## src/rtl/pack_if.sv

```systemverilog
// Handshake bundle for pack: serial argument channel in, packed word channel out.
// Signals: arg_stb/arg_dat/arg_rdy (argument side), out_stb/out_dat/out_rdy (word side).
// master = environment driving arguments and consuming words; slave = the packer itself.
interface pack_if #(
    parameter int ARGW = 8,
    parameter int ARGD = 2
);
    logic                 arg_stb;
    logic [ARGW-1:0]      arg_dat;
    logic                 arg_rdy;
    logic                 out_stb;
    logic [ARGD*ARGW-1:0] out_dat;
    logic                 out_rdy;

    modport master (
        output arg_stb, arg_dat, out_rdy,
        input  arg_rdy, out_stb, out_dat
    );

    modport slave (
        input  arg_stb, arg_dat, out_rdy,
        output arg_rdy, out_stb, out_dat
    );
endinterface

```

## src/rtl/pack.sv

```systemverilog
// Purpose: packs ARGD serial ARGW-bit arguments into one word, lane 0 in the LSBs.
// Latency: word valid one cycle after its final argument is accepted.
// Backpressure: only the final lane stalls while a completed word waits on out_rdy.
// Ports: clk, rst (async active-low), bus (pack_if.slave: arg_* in, out_* out).
module pack #(
    parameter int ARGW = 8,
    parameter int ARGD = 2
) (
    input  logic  clk,
    input  logic  rst,
    pack_if.slave bus
);
    localparam int              IDXW = $clog2(ARGD);
    localparam logic [IDXW-1:0] LAST = IDXW'(ARGD - 1);

    logic [IDXW-1:0]          idx_q, idx_d;
    logic [(ARGD-1)*ARGW-1:0] acc_q, acc_d;
    logic [ARGD*ARGW-1:0]     out_dat_q, out_dat_d;
    logic                     out_stb_q, out_stb_d;

    logic arg_rdy;
    logic arg_ack;
    logic out_ack;

    // Lanes before the final one always have somewhere to go (the accumulator),
    // so only the final lane needs the output register to be free or draining.
    assign arg_rdy = (idx_q != LAST) | ~out_stb_q | bus.out_rdy;
    assign arg_ack = bus.arg_stb & arg_rdy;
    assign out_ack = out_stb_q & bus.out_rdy;

    always_comb begin
        idx_d     = idx_q;
        acc_d     = acc_q;
        out_dat_d = out_dat_q;
        out_stb_d = out_stb_q;

        if (out_ack) begin
            out_stb_d = 1'b0;
        end

        if (arg_ack) begin
            if (idx_q == LAST) begin
                // Overrides the clear above when a word drains and refills on one edge.
                out_dat_d = {bus.arg_dat, acc_q};
                out_stb_d = 1'b1;
                idx_d     = '0;
            end else begin
                for (int k = 0; k < ARGD - 1; k++) begin
                    if (idx_q == IDXW'(k)) begin
                        acc_d[k*ARGW +: ARGW] = bus.arg_dat;
                    end
                end
                idx_d = idx_q + IDXW'(1);
            end
        end
    end

    always_ff @(posedge clk or negedge rst) begin
        if (!rst) begin
            idx_q     <= '0;
            acc_q     <= '0;
            out_dat_q <= '0;
            out_stb_q <= 1'b0;
        end else begin
            idx_q     <= idx_d;
            acc_q     <= acc_d;
            out_dat_q <= out_dat_d;
            out_stb_q <= out_stb_d;
        end
    end

    assign bus.arg_rdy = arg_rdy;
    assign bus.out_stb = out_stb_q;
    assign bus.out_dat = out_dat_q;
endmodule

```

## src/flat_wrapper.sv

```systemverilog
// flat-port wrapper written by rule: the top's interface ports become plain ports
module pack_flat 
#(
    parameter int ARGW = 8,
    parameter int ARGD = 2
)
  (clk, rst, bus_arg_stb, bus_arg_dat, bus_out_rdy, bus_arg_rdy, bus_out_stb, bus_out_dat);
  pack_if #(.ARGW(ARGW), .ARGD(ARGD)) bus_i ();
  input  logic clk;
  input  logic rst;
  input wire logic [$bits(bus_i.arg_stb)-1:0] bus_arg_stb;
  input wire logic [$bits(bus_i.arg_dat)-1:0] bus_arg_dat;
  input wire logic [$bits(bus_i.out_rdy)-1:0] bus_out_rdy;
  output wire logic [$bits(bus_i.arg_rdy)-1:0] bus_arg_rdy;
  output wire logic [$bits(bus_i.out_stb)-1:0] bus_out_stb;
  output wire logic [$bits(bus_i.out_dat)-1:0] bus_out_dat;
  assign bus_i.arg_stb = bus_arg_stb;
  assign bus_i.arg_dat = bus_arg_dat;
  assign bus_i.out_rdy = bus_out_rdy;
  assign bus_arg_rdy = bus_i.arg_rdy;
  assign bus_out_stb = bus_i.out_stb;
  assign bus_out_dat = bus_i.out_dat;
  pack #(.ARGW(ARGW), .ARGD(ARGD)) u_core (.clk(clk), .rst(rst), .bus(bus_i));
endmodule
```

## config.mk

```make
export PLATFORM = sky130hd
export DESIGN_NAME = pack_flat
export DESIGN_NICKNAME = d
export VERILOG_FILES = /design/src/rtl/pack_if.sv /design/src/rtl/pack.sv /design/src/flat_wrapper.sv
export SDC_FILE = /design/constraint.sdc
export NUM_CORES = 1
export LEC_CHECK = 0
export BUFFER_PORTS_ARGS = -buffer_cell sky130_fd_sc_hd__buf_4
export CAP_MARGIN = 20
export CORE_MARGIN = 2
export CORE_UTILIZATION = 44
export DETAILED_ROUTE_END_ITERATION = 10
export PLACE_DENSITY = 0.67
export SLEW_MARGIN = 20
export SYNTH_ARGS = -nofsm -noshare
export SYNTH_HDL_FRONTEND = slang
export SYNTH_SLANG_ARGS = --single-unit
export TNS_END_PERCENT = 100
```

## constraint.sdc

```tcl
create_clock -name clk -period 3.8 [get_ports clk]
set_clock_uncertainty 0.15 [all_clocks]
set_input_delay 0.19 -clock clk [delete_from_list [all_inputs] [get_ports clk]]
set_output_delay 0.19 -clock clk [all_outputs]
set_load 0.02 [all_outputs]
```

=== Word level (Yosys, flattened, before mapping) ===
Cells that the tools add are included.

* Reduce and logical (&&, ||, !) cells: 2
* Mux-type cells: 4
* Add/sub/neg operators: 1
* Bitwise logic cells: 6

{| class="wikitable"
|+ Operators with widths
! kind !! count
|-
| 2-to-1 mux 1 bit || 4
|-
| AND reduction 2 bit || 2
|-
| AND 1 bit || 2
|-
| NOT 1 bit || 2
|-
| OR 1 bit || 2
|-
| adder 1 bit (second input constant) || 1
|}

* Output and inout bits: 18
* Bits of input ports: 12
* Bits in registers: 26
* Word-level logic and storage cells: 17

=== Depth between registers and ports, before layout ===
Gate-level depths: netlist (run 1).

* Word-level depth: 5
* Depth in mapped cells: 4
* Mapped depth without buffers: 3

=== Worst setup path before layout (run 1) ===
OpenSTA, ideal clock, no wires.

* Kind: register to register
* Start point: reg u_core.out_stb_q (netlist: u_core.bus.out_stb)
* End point: reg u_core.out_dat_q[10] (netlist: u_core.bus.out_dat[10])
* Path slack: 2.313 ns
* Stages on the path, launching flop included: 5
* Required time: 3.525 ns
* Buffers on the path: 1
* Data arrival time: 1.212 ns
* Setup time: 0.125 ns
* Period minus slack after synthesis: 1.487 ns
* Path through: dfrtp_1 > nor2b_4 > nor2_8 > buf_12 > mux2_4

* Word-level cells in the longest chain between the ends: 5

{| class="wikitable"
|+ RTL lines
! element !! RTL line !! text
|-
| from (decl) || pack.sv:19 || <nowiki>logic out_stb_q, out_stb_d;</nowiki>
|-
| from (signal assigned) || pack.sv:68 || <nowiki>out_stb_q <= out_stb_d;</nowiki>
|-
| NOT 1 bit || pack.sv:27 || <nowiki>assign arg_rdy = (idx_q != LAST) | ~out_stb_q | bus.out_rdy;</nowiki>
|-
| OR 1 bit (2 in a row) || pack.sv:27 ||
|-
| AND 1 bit || pack.sv:28 || <nowiki>assign arg_ack = bus.arg_stb & arg_rdy;</nowiki>
|-
| AND reduction 2 bit (no source line) || n/a ||
|-
| to (signal assigned) || pack.sv:67 || <nowiki>out_dat_q <= out_dat_d;</nowiki>
|-
| to (decl) || pack.sv:18 || <nowiki>logic [ARGD*ARGW-1:0] out_dat_q, out_dat_d;</nowiki>
|}

Every way passes these cells.
A chain may end at the register's enable or synchronous reset.

=== Worst setup path after layout (run 1) ===
* Start point: in bus_arg_stb
* End point: reg u_core.out_dat_q[3] (netlist: u_core.bus.out_dat[3])

* Word-level cells in the longest chain between the ends: 2

{| class="wikitable"
|+ RTL lines
! element !! RTL line !! text
|-
| from (decl) || flat_wrapper.sv:11 || <nowiki>input wire logic [$bits(bus_i.arg_stb)-1:0] bus_arg_stb;</nowiki>
|-
| AND 1 bit || pack.sv:28 ||
|-
| AND reduction 2 bit (no source line) || n/a ||
|}

Every way passes these cells.

==> results of run 1 <==
-- worst min path at each step --
stage,start,endpoint,slack [ns]
after floorplan,rst,u_core.acc_q[0],-0.26
after global placement,rst,u_core.bus.out_stb,-0.04
after detailed placement,rst,u_core.bus.out_stb,-0.03
after CTS,bus_out_rdy,u_core.bus.out_stb,0.11
after global routing,bus_out_rdy,u_core.bus.out_stb,0.10
final,bus_out_rdy,u_core.bus.out_stb,0.12
-- cell usage in the layout, fill, tap and decap left out --
master	instances
sky130_fd_sc_hd__dlygate4sd3_1	10
sky130_fd_sc_hd__or2b_1	1
sky130_fd_sc_hd__and2b_2	1
sky130_fd_sc_hd__mux2_2	7
sky130_fd_sc_hd__nand2_1	25
sky130_fd_sc_hd__nand2b_1	1
sky130_fd_sc_hd__nor2_1	2
sky130_fd_sc_hd__mux2_4	9
sky130_fd_sc_hd__nor2b_4	1
sky130_fd_sc_hd__buf_4	29
sky130_fd_sc_hd__clkbuf_4	3
sky130_fd_sc_hd__dfrtp_1	26
sky130_fd_sc_hd__nor2_8	1
sky130_fd_sc_hd__nand2_2	1
-- cells by family after synthesis --
| logic type | after synthesis |
|---|---|
| muxes | 16 |
| and+or+nand+nor | 33 |
| DFF | 26 |
| buffers and inverters | 3 |
-- state kept, by name, indices dropped and copies added (netlist names) --
| register | flops |
|---|---|
| u_core.bus.out_dat | 16 |
| u_core.bus.out_stb | 1 |
| u_core.idx_q | 1 |
| u_core.acc_q | 8 |
-- report_power, final --
part	switching, µW	leakage [µW]	total (µW)	internal (µW)
clock network	74.2	0.0000138	111	37.0
logic	176	0.000384	371	195
registers	53.9	0.000314	427	373
total	304	0.000712	909	605
-- layer usage --
metal | vias to the layer above | track usage (%) | part of all wire (%)
li1 | 327 | - | -
met1 | 310 | 18.62 | 49
met2 | 21 | 23.96 | 45
met3 | 2 | 2.542 | 5.5
met4 | 0 | 6.410 | 0.71
met5 | - | 0 | 0
-- final cells by class --
cell class,instances,area [µm²]
clock buffers,3,22.52
fillers,184,829.5
multi-input cells,49,377.9
flip-flops and latches,26,650.6
well taps,28,35.03
repair buffers,39,317.8
-- worst reg2reg max path, stage by stage (launching register included) --
cell and delay, ns:
sky130_fd_sc_hd__dfrtp_1 0.40, sky130_fd_sc_hd__nor2b_4 0.15, sky130_fd_sc_hd__nor2_8 0.32, sky130_fd_sc_hd__mux2_2 0.39
-- through the flow --
step | std cells | util [%]
after floorplan | 78 | -
after global placement | 132 | 57.37
after detailed placement | 132 | 57.37
after CTS | 145 | 62.86
after global routing | 145 | 62.86
final | 145 | 62.86
==> parameters.txt, run 1 <==
Parameter                              Value

Logic synthesis
  Compound-cell area share of the yosys netlist    0%
  Sequential fraction of the synthesis area    61.61%
  Mux contribution to synthesized area    20.26%
  Cells after synthesis    78
  Synthesized-area fraction occupied by adder cells    0%
  Post-synthesis area per instance    13.54 µm²
  Cell taking the most area after synthesis    sky130_fd_sc_hd__dfrtp_1
  Cell area after technology mapping    1056 µm²
  Count of state elements after synthesis    26
  Main combinational cell family by area after synthesis    multiplexers
  Top FF cell, synth    sky130_fd_sc_hd__dfrtp_1
  Commonest cells in the netlist    26 x sky130_fd_sc_hd__dfrtp_1, 25 x sky130_fd_sc_hd__nand2_1, 9 x sky130_fd_sc_hd__mux2_4
  Most repeated cell in the gate-level netlist after synthesis    sky130_fd_sc_hd__dfrtp_1
  Post-synthesis xor/xnor area fraction    0%
  Number of distinct library cell variants in the gate-level netlist after synthesis    14
  Area share of the largest cell type after synthesis    61.61%
  Post-synth EDFFs    0
  Top cells by area in the synthesized netlist    sky130_fd_sc_hd__dfrtp_1 62%, sky130_fd_sc_hd__mux2_4 13%, sky130_fd_sc_hd__nand2_1 8.9%
  Nets in the synthesized netlist    90
  Post-synth ARST share    100.0%
  Simple-Gate Fraction of Synth Area    15.52%
  Number of warnings reported in the yosys synthesis log    0

Setup path
  Nature of the critical path startpoint    input pin
  Top delay family on crit path    buffers and inverters
  Largest stage delay on the critical path    0.53 ns
  Critical-path cell with the highest stage delay    sky130_fd_sc_hd__dlygate4sd3_1
  Flop2flop setup slack    2.30 ns
  Number of buffers and inverters on the critical path    2
  Capturing instance or port of the critical path    u_core.bus.out_dat[3]
  Data arrival at the endpoint of the critical path    1.62 ns
  Peak fanout along the critical path    17
  Reg-to-Reg Start    u_core.bus.out_stb
  Critical path start-end classification    input pin to register
  Critical path, cell by cell    dlygate4sd3_1 > buf_4 > nand2_2 > nor2_8 > mux2_2
  Logic depth of the worst setup path including buffers    5
  Data required time of the critical path    3.86 ns
  Crit path launch    bus_arg_stb
  Worst Setup End Kind    register
  RR Endpoint    u_core.bus.out_dat[3]
  R2R cell count    3

Power and ir drop
  Worst supply voltage drop on vdd    0.0003573 V
  Total power divided by cell area    647.4 nW/µm²
  Total power consumption of the routed design    908.8 µW
  Lkg Pwr    0.0007125 µW

CTS
  CTS max path bufs    2
  TritonCTS buffer count    3
  Clk slew on worst S/H paths    0.13 ns
  Number of gates given a new drive strength after cts    0
  H-tree level count    1
  Worst skew pair latency    0.30 ns
  Count of buffers added by post-CTS timing repair for setup    0
  Cts-stage hold buffer count    10
  CTS tree    built
  Number of clock sinks    26
  Root buffer selected by CTS    sky130_fd_sc_hd__clkbuf_4

Global route
  Pin count of the biggest net entering global routing    27
  Global-route wire length before repair    2891 µm
  Antenna violations before repair    0
  Total routing resource utilization after global routing    14.51%
  Number of global-route vias before repair    672
  Remaining Overflow, GRT    0

Detailed routing
  Via total after detailed routing    660
  Number of remaining DRC errors    0
  First-pass iteration count of the detailed router    3
  Number of DRC markers in iteration 0    5
  Routed wire length    1820 µm
  Routed length per instance    12.55 µm
  DR vias/cell    4.552
  ANT nets after route    0

Die
  Ports    30
  # rows    17
  Initial Utilization    47.28%
  Die Span Y    52.99 µm
  DIE AREA    2808 µm²
  Core box area    2233 µm²
  Horizontal die dimension    52.99 µm

Hold path
  Depth of the worst hold-timing path    3
  Hold/Removal Path Class    input pin to register

Final layout
  Final design area excluding fillers    1404 µm²
  Fraction of layout cells with a size suffix above 1    44.44%
  Diodes inserted    0
  Number of nets in the layout    131
  Layout Area Growth over Synthesis    32.94%

Timing
  Clock period minus worst slack    1.560 ns
  Worst slew margin    75.70%
  Transition at the pin with the smallest max-transition slack    0.3644 ns
  Final worst slack    2.240 ns
  Achievable clock frequency    0.6409 GHz
  Fin Setup TNS    0 ns
  Setup-failing EPs final    0
  Portion of the clock cycle consumed by the worst path in the final layout    41.06%
  Number of endpoints with negative hold slack in the final report    0
  RSZ-0062 raised after global routing    false
  Final-report max-slew violation count    0
  Fin Hold WS    0.1154 ns

Placed design
  Dpl cell area    1281 µm²
  Number of buffers added on ports    29
  Placement Setup Slack    2.302 ns
  DP Wirelength    1203 µm
  Final estimated routing congestion in global placement    0.6767

Outcome
  Result of the run    complete, no violations

Job
  Maximum capacitance violations    0
(Power assumes the default switching activity.)
==> run 2: changes to the inputs <==
--- a/config.mk
+++ b/config.mk
@@ -5,12 +5,13 @@
 export SDC_FILE = /design/constraint.sdc
 export NUM_CORES = 1
 export LEC_CHECK = 0
+export ABC_AREA = 1
 export BUFFER_PORTS_ARGS = -buffer_cell sky130_fd_sc_hd__buf_4
 export CAP_MARGIN = 20
 export CORE_MARGIN = 2
 export CORE_UTILIZATION = 44
 export DETAILED_ROUTE_END_ITERATION = 10
-export PLACE_DENSITY = 0.67
+export PLACE_DENSITY = 0.7
 export SLEW_MARGIN = 20
 export SYNTH_ARGS = -nofsm -noshare
 export SYNTH_HDL_FRONTEND = slang
==> constraint.sdc (replaced) <==
create_clock -name clk -period 1.31 [get_ports clk]
set_clock_uncertainty 0.15 [all_clocks]
set_input_delay 0.0655 -clock clk [delete_from_list [all_inputs] [get_ports clk]]
set_output_delay 0.0655 -clock clk [all_outputs]
set_load 0.02 [all_outputs]
==> run 2 against run 1 <==
Worst hold slack worse by 0.11 ns. Synthesized cell count increased by 50%. First-iteration DRC count unchanged. Design area up 11%. Via count up 45%. Critical path depth is the same. Clock-buffer cell count unchanged. Register-to-register slack worse by 2.2 ns. Combinational power increased to 3.7 times the previous value.
==> parameters.txt, run 2 <==
Parameter                              Value

Timing
  Final worst slack    0.01005 ns (-2.230 ns)
  Worst slew margin    78.31% (+2.6 points)
  Achievable clock frequency    0.7693 GHz
  Setup-failing EPs final    0 (unchanged)
  Portion of the clock cycle consumed by the worst path in the final layout    99.23%
  Final-report max-slew violation count    0 (unchanged)
  Transition at the pin with the smallest max-transition slack    0.3254 ns (-0.03908 ns)
  Clock period minus worst slack    1.300 ns
  Number of endpoints with negative hold slack in the final report    0 (unchanged)
  RSZ-0062 raised after global routing    true

CTS
  TritonCTS buffer count    3 (unchanged)
  CTS tree    built
  Number of clock sinks    26 (unchanged)
  CTS max path bufs    2 (unchanged)
  Root buffer selected by CTS    sky130_fd_sc_hd__clkbuf_4
  Worst skew pair latency    0.33 ns (+0.03 ns)
  H-tree level count    1 (unchanged)
  Clk slew on worst S/H paths    0.14 ns (about the same)

Detailed routing
  Number of DRC markers in iteration 0    5 (unchanged)
  M1 WL    1132 µm (+27%)
  ANT nets after route    0 (unchanged)
  DR vias/cell    4.990 (+9.6%)
  Routed wl met3    97 µm (-4.0%)
  Number of remaining DRC errors    0 (unchanged)
  First-pass iteration count of the detailed router    4 (+1)
  Highest metal layer used by the detailed router    met4
  Routed length per instance    13.15 µm (+4.7%)
  Met2 Wirelength    1257 µm (+55%)
  Via total after detailed routing    958 (+45%)
  Routed wire length    2524 µm (+39%)

Final layout
  Number of nets in the layout    175 (+34%)
  Layout Area Growth over Synthesis    42.29%
  Final design area excluding fillers    1558 µm² (+11%)
  Diodes inserted    0 (unchanged)
  Fraction of layout cells with a size suffix above 1    29.63% (-15 points)
  Fill cells    196 (+6.5%)
  Flip-flop count of the largest register, all copies and words added    16 (unchanged)
  Commonest non-fill, non-tap cell in the layout    sky130_fd_sc_hd__nand2_1
  Most used cells in the layout excluding fill and tap cells    50 x sky130_fd_sc_hd__nand2_1, 33 x sky130_fd_sc_hd__buf_4, 25 x sky130_fd_sc_hd__dfrtp_1, 16 x sky130_fd_sc_hd__nand4_1, 11 x sky130_fd_sc_hd__dlygate4sd3_1

Placed design
  Placement Setup Slack    0.1416 ns (-2.161 ns)
  Dpl cell area    1329 µm² (+3.7%)
  Number of buffers added on ports    29 (unchanged)
  Final estimated routing congestion in global placement    0.7244 (+7.0%)
  DP Wirelength    1559 µm (+30%)

Hold path
  Hold/Removal Path Class    input pin to asynchronous set/reset pin

Global route
  Global-route wire length before repair    4091 µm (+42%)
  Antenna violations before repair    0 (unchanged)
  Total routing resource utilization after global routing    19.95% (+5.4 points)
  Remaining Overflow, GRT    0 (unchanged)
  Number of global-route vias before repair    943 (+40%)
  Pin count of the biggest net entering global routing    28 (+3.7%)

Die
  Ports    30 (unchanged)
  # rows    18 (+1)
  Horizontal die dimension    53.88 µm (+1.7%)
  Core box area    2410 µm² (+7.9%)
  Die Span Y    53.88 µm (+1.7%)
  DIE AREA    2903 µm² (+3.4%)
  Initial Utilization    45.43% (-1.9 points)

Setup path
  Nature of the critical path startpoint    input pin
  Critical path start-end classification    input pin to output pin
  Largest stage delay on the critical path    0.53 ns (about the same)
  Worst Setup End Kind    output pin
  Crit path launch    bus_out_rdy
  Data arrival at the endpoint of the critical path    1.08 ns (-0.54 ns)
  Data required time of the critical path    1.09 ns (-2.77 ns)
  Reg-to-Reg Start    u_core.idx_q
  Peak fanout along the critical path    2 (-15)
  Critical path, cell by cell    dlygate4sd3_1 > buf_4 > nor2_2 > nand2_2 > buf_6
  Critical-path cell with the highest stage delay    sky130_fd_sc_hd__dlygate4sd3_1

Power and ir drop
  Total power divided by cell area    2068 nW/µm² (+220%)
  Lkg Pwr    0.0008280 µW (+16%)
  Worst supply voltage drop on vdd    0.001139 V (+220%)

Logic synthesis
  Count of state elements after synthesis    26 (unchanged)
  Area share of the largest cell type after synthesis    59.43% (-2.2 points)
  Cells after synthesis    117 (+50%)
  Post-synth EDFFs    0 (unchanged)
  Post-synthesis area per instance    9.357 µm² (-31%)
  Number of distinct library cell variants in the gate-level netlist after synthesis    14 (unchanged)
  Number of warnings reported in the yosys synthesis log    0 (unchanged)
  Cell area after technology mapping    1095 µm² (+3.7%)
  Top FF cell, synth    sky130_fd_sc_hd__dfrtp_1
  Commonest cells in the netlist    51 x sky130_fd_sc_hd__nand2_1, 26 x sky130_fd_sc_hd__dfrtp_1, 16 x sky130_fd_sc_hd__nand4_1
  Most repeated cell in the gate-level netlist after synthesis    sky130_fd_sc_hd__nand2_1
  Top cells by area in the synthesized netlist    sky130_fd_sc_hd__dfrtp_1 59%, sky130_fd_sc_hd__nand2_1 17%, sky130_fd_sc_hd__nand4_1 9.1%
  Post-synth ARST share    100.0% (unchanged)
  Sequential fraction of the synthesis area    59.43% (-2.2 points)
  Cell taking the most area after synthesis    sky130_fd_sc_hd__dfrtp_1
  Nets in the synthesized netlist    129 (+43%)

Job
  Maximum capacitance violations    0 (unchanged)

Outcome
  Result of the run    complete, no violations
## run 2: changes by cell type in the layout (fill, tap and decap cells not counted), sizes merged, moves of 2 or more
| cell | before | now |
|---|---|---|
| inv | 0 | 4 |
| nor2 | 3 | 1 |
| nand4 | 0 | 16 |
| mux2 | 16 | 0 |
| nand3 | 0 | 10 |
| nand2 | 26 | 53 |
| buf | 29 | 36 |
## run 2: routing by layer
layer  track usage [%]  up-vias
met1             24.29      444
met5                 0        -
met2             34.55       29
li1                  -      481
met3             2.500        4
met4             9.829        0
## run 2: report_power, final
part	total (µW)	internal, µW	switching (µW)	leakage, µW
Combinational	1360	581	774	0.000477
Sequential	1310	1120	188	0.000323
Clock	556	310	247	0.0000279
## run 2: worst paths after layout
kind / end / slack (ns) / cells past startpoint
min reg2reg: u_core.bus.out_dat[1] / 0.34 / 2
min: u_core.bus.out_dat[3] / 0.006 / 2
max in group asynchronous: u_core.idx_q / 0.74 / 2
max: bus_arg_rdy / 0.01 / 5
min in group clk: u_core.bus.out_dat[1] / 0.34 / 2
max reg2reg: u_core.acc_q[0] / 0.10 / 5
## run 2: critical path: cells and delay by family
family	cells	cell delay, ns
buf+inv	3	0.80
simple gates	2	0.21
## run 2: timing repair
action                                  4_1_cts  5_1_grt
endpoints found under the hold margin        51        0
endpoints found under the setup margin        1       16
gates cloned                                  0        1
hold buffers                                 11        0
pin swaps                                     0        1
gates resized for setup                       3        5
setup buffers                                 3        0
## run 2: layout make-up
type                    count  area (µm²)  area share [%]
clock inverters             1       30.03           1.928
multi-input cells          81       409.1           26.27
repair buffers             47       391.6           25.14
inverters                   4       15.01          0.9639
clock buffers               3       22.52           1.446
flip-flops and latches     26       651.9           41.85
well taps                  30       37.54           2.410
## run 2: metrics by stage
stage	hold slack [ns]	cells	util (%)	TNS, ns	power [µW]
finish	0.005979	192	64.64	0	3222
global route	0.03059	192	64.64	-0.02626	3439
CTS	0.007764	191	63.19	0	3206
detailed placement	-0.1571	173	55.14	0	2565
global placement	-0.1624	173	55.14	0	2535
floorplan	-0.3801	117	-	0	2022
## run 2: logic make-up after synthesis
kind of cell,share of synthesized area [%]
simple gates,33.83
compound gates,0.6860
flops,59.43
buf+inv,6.057
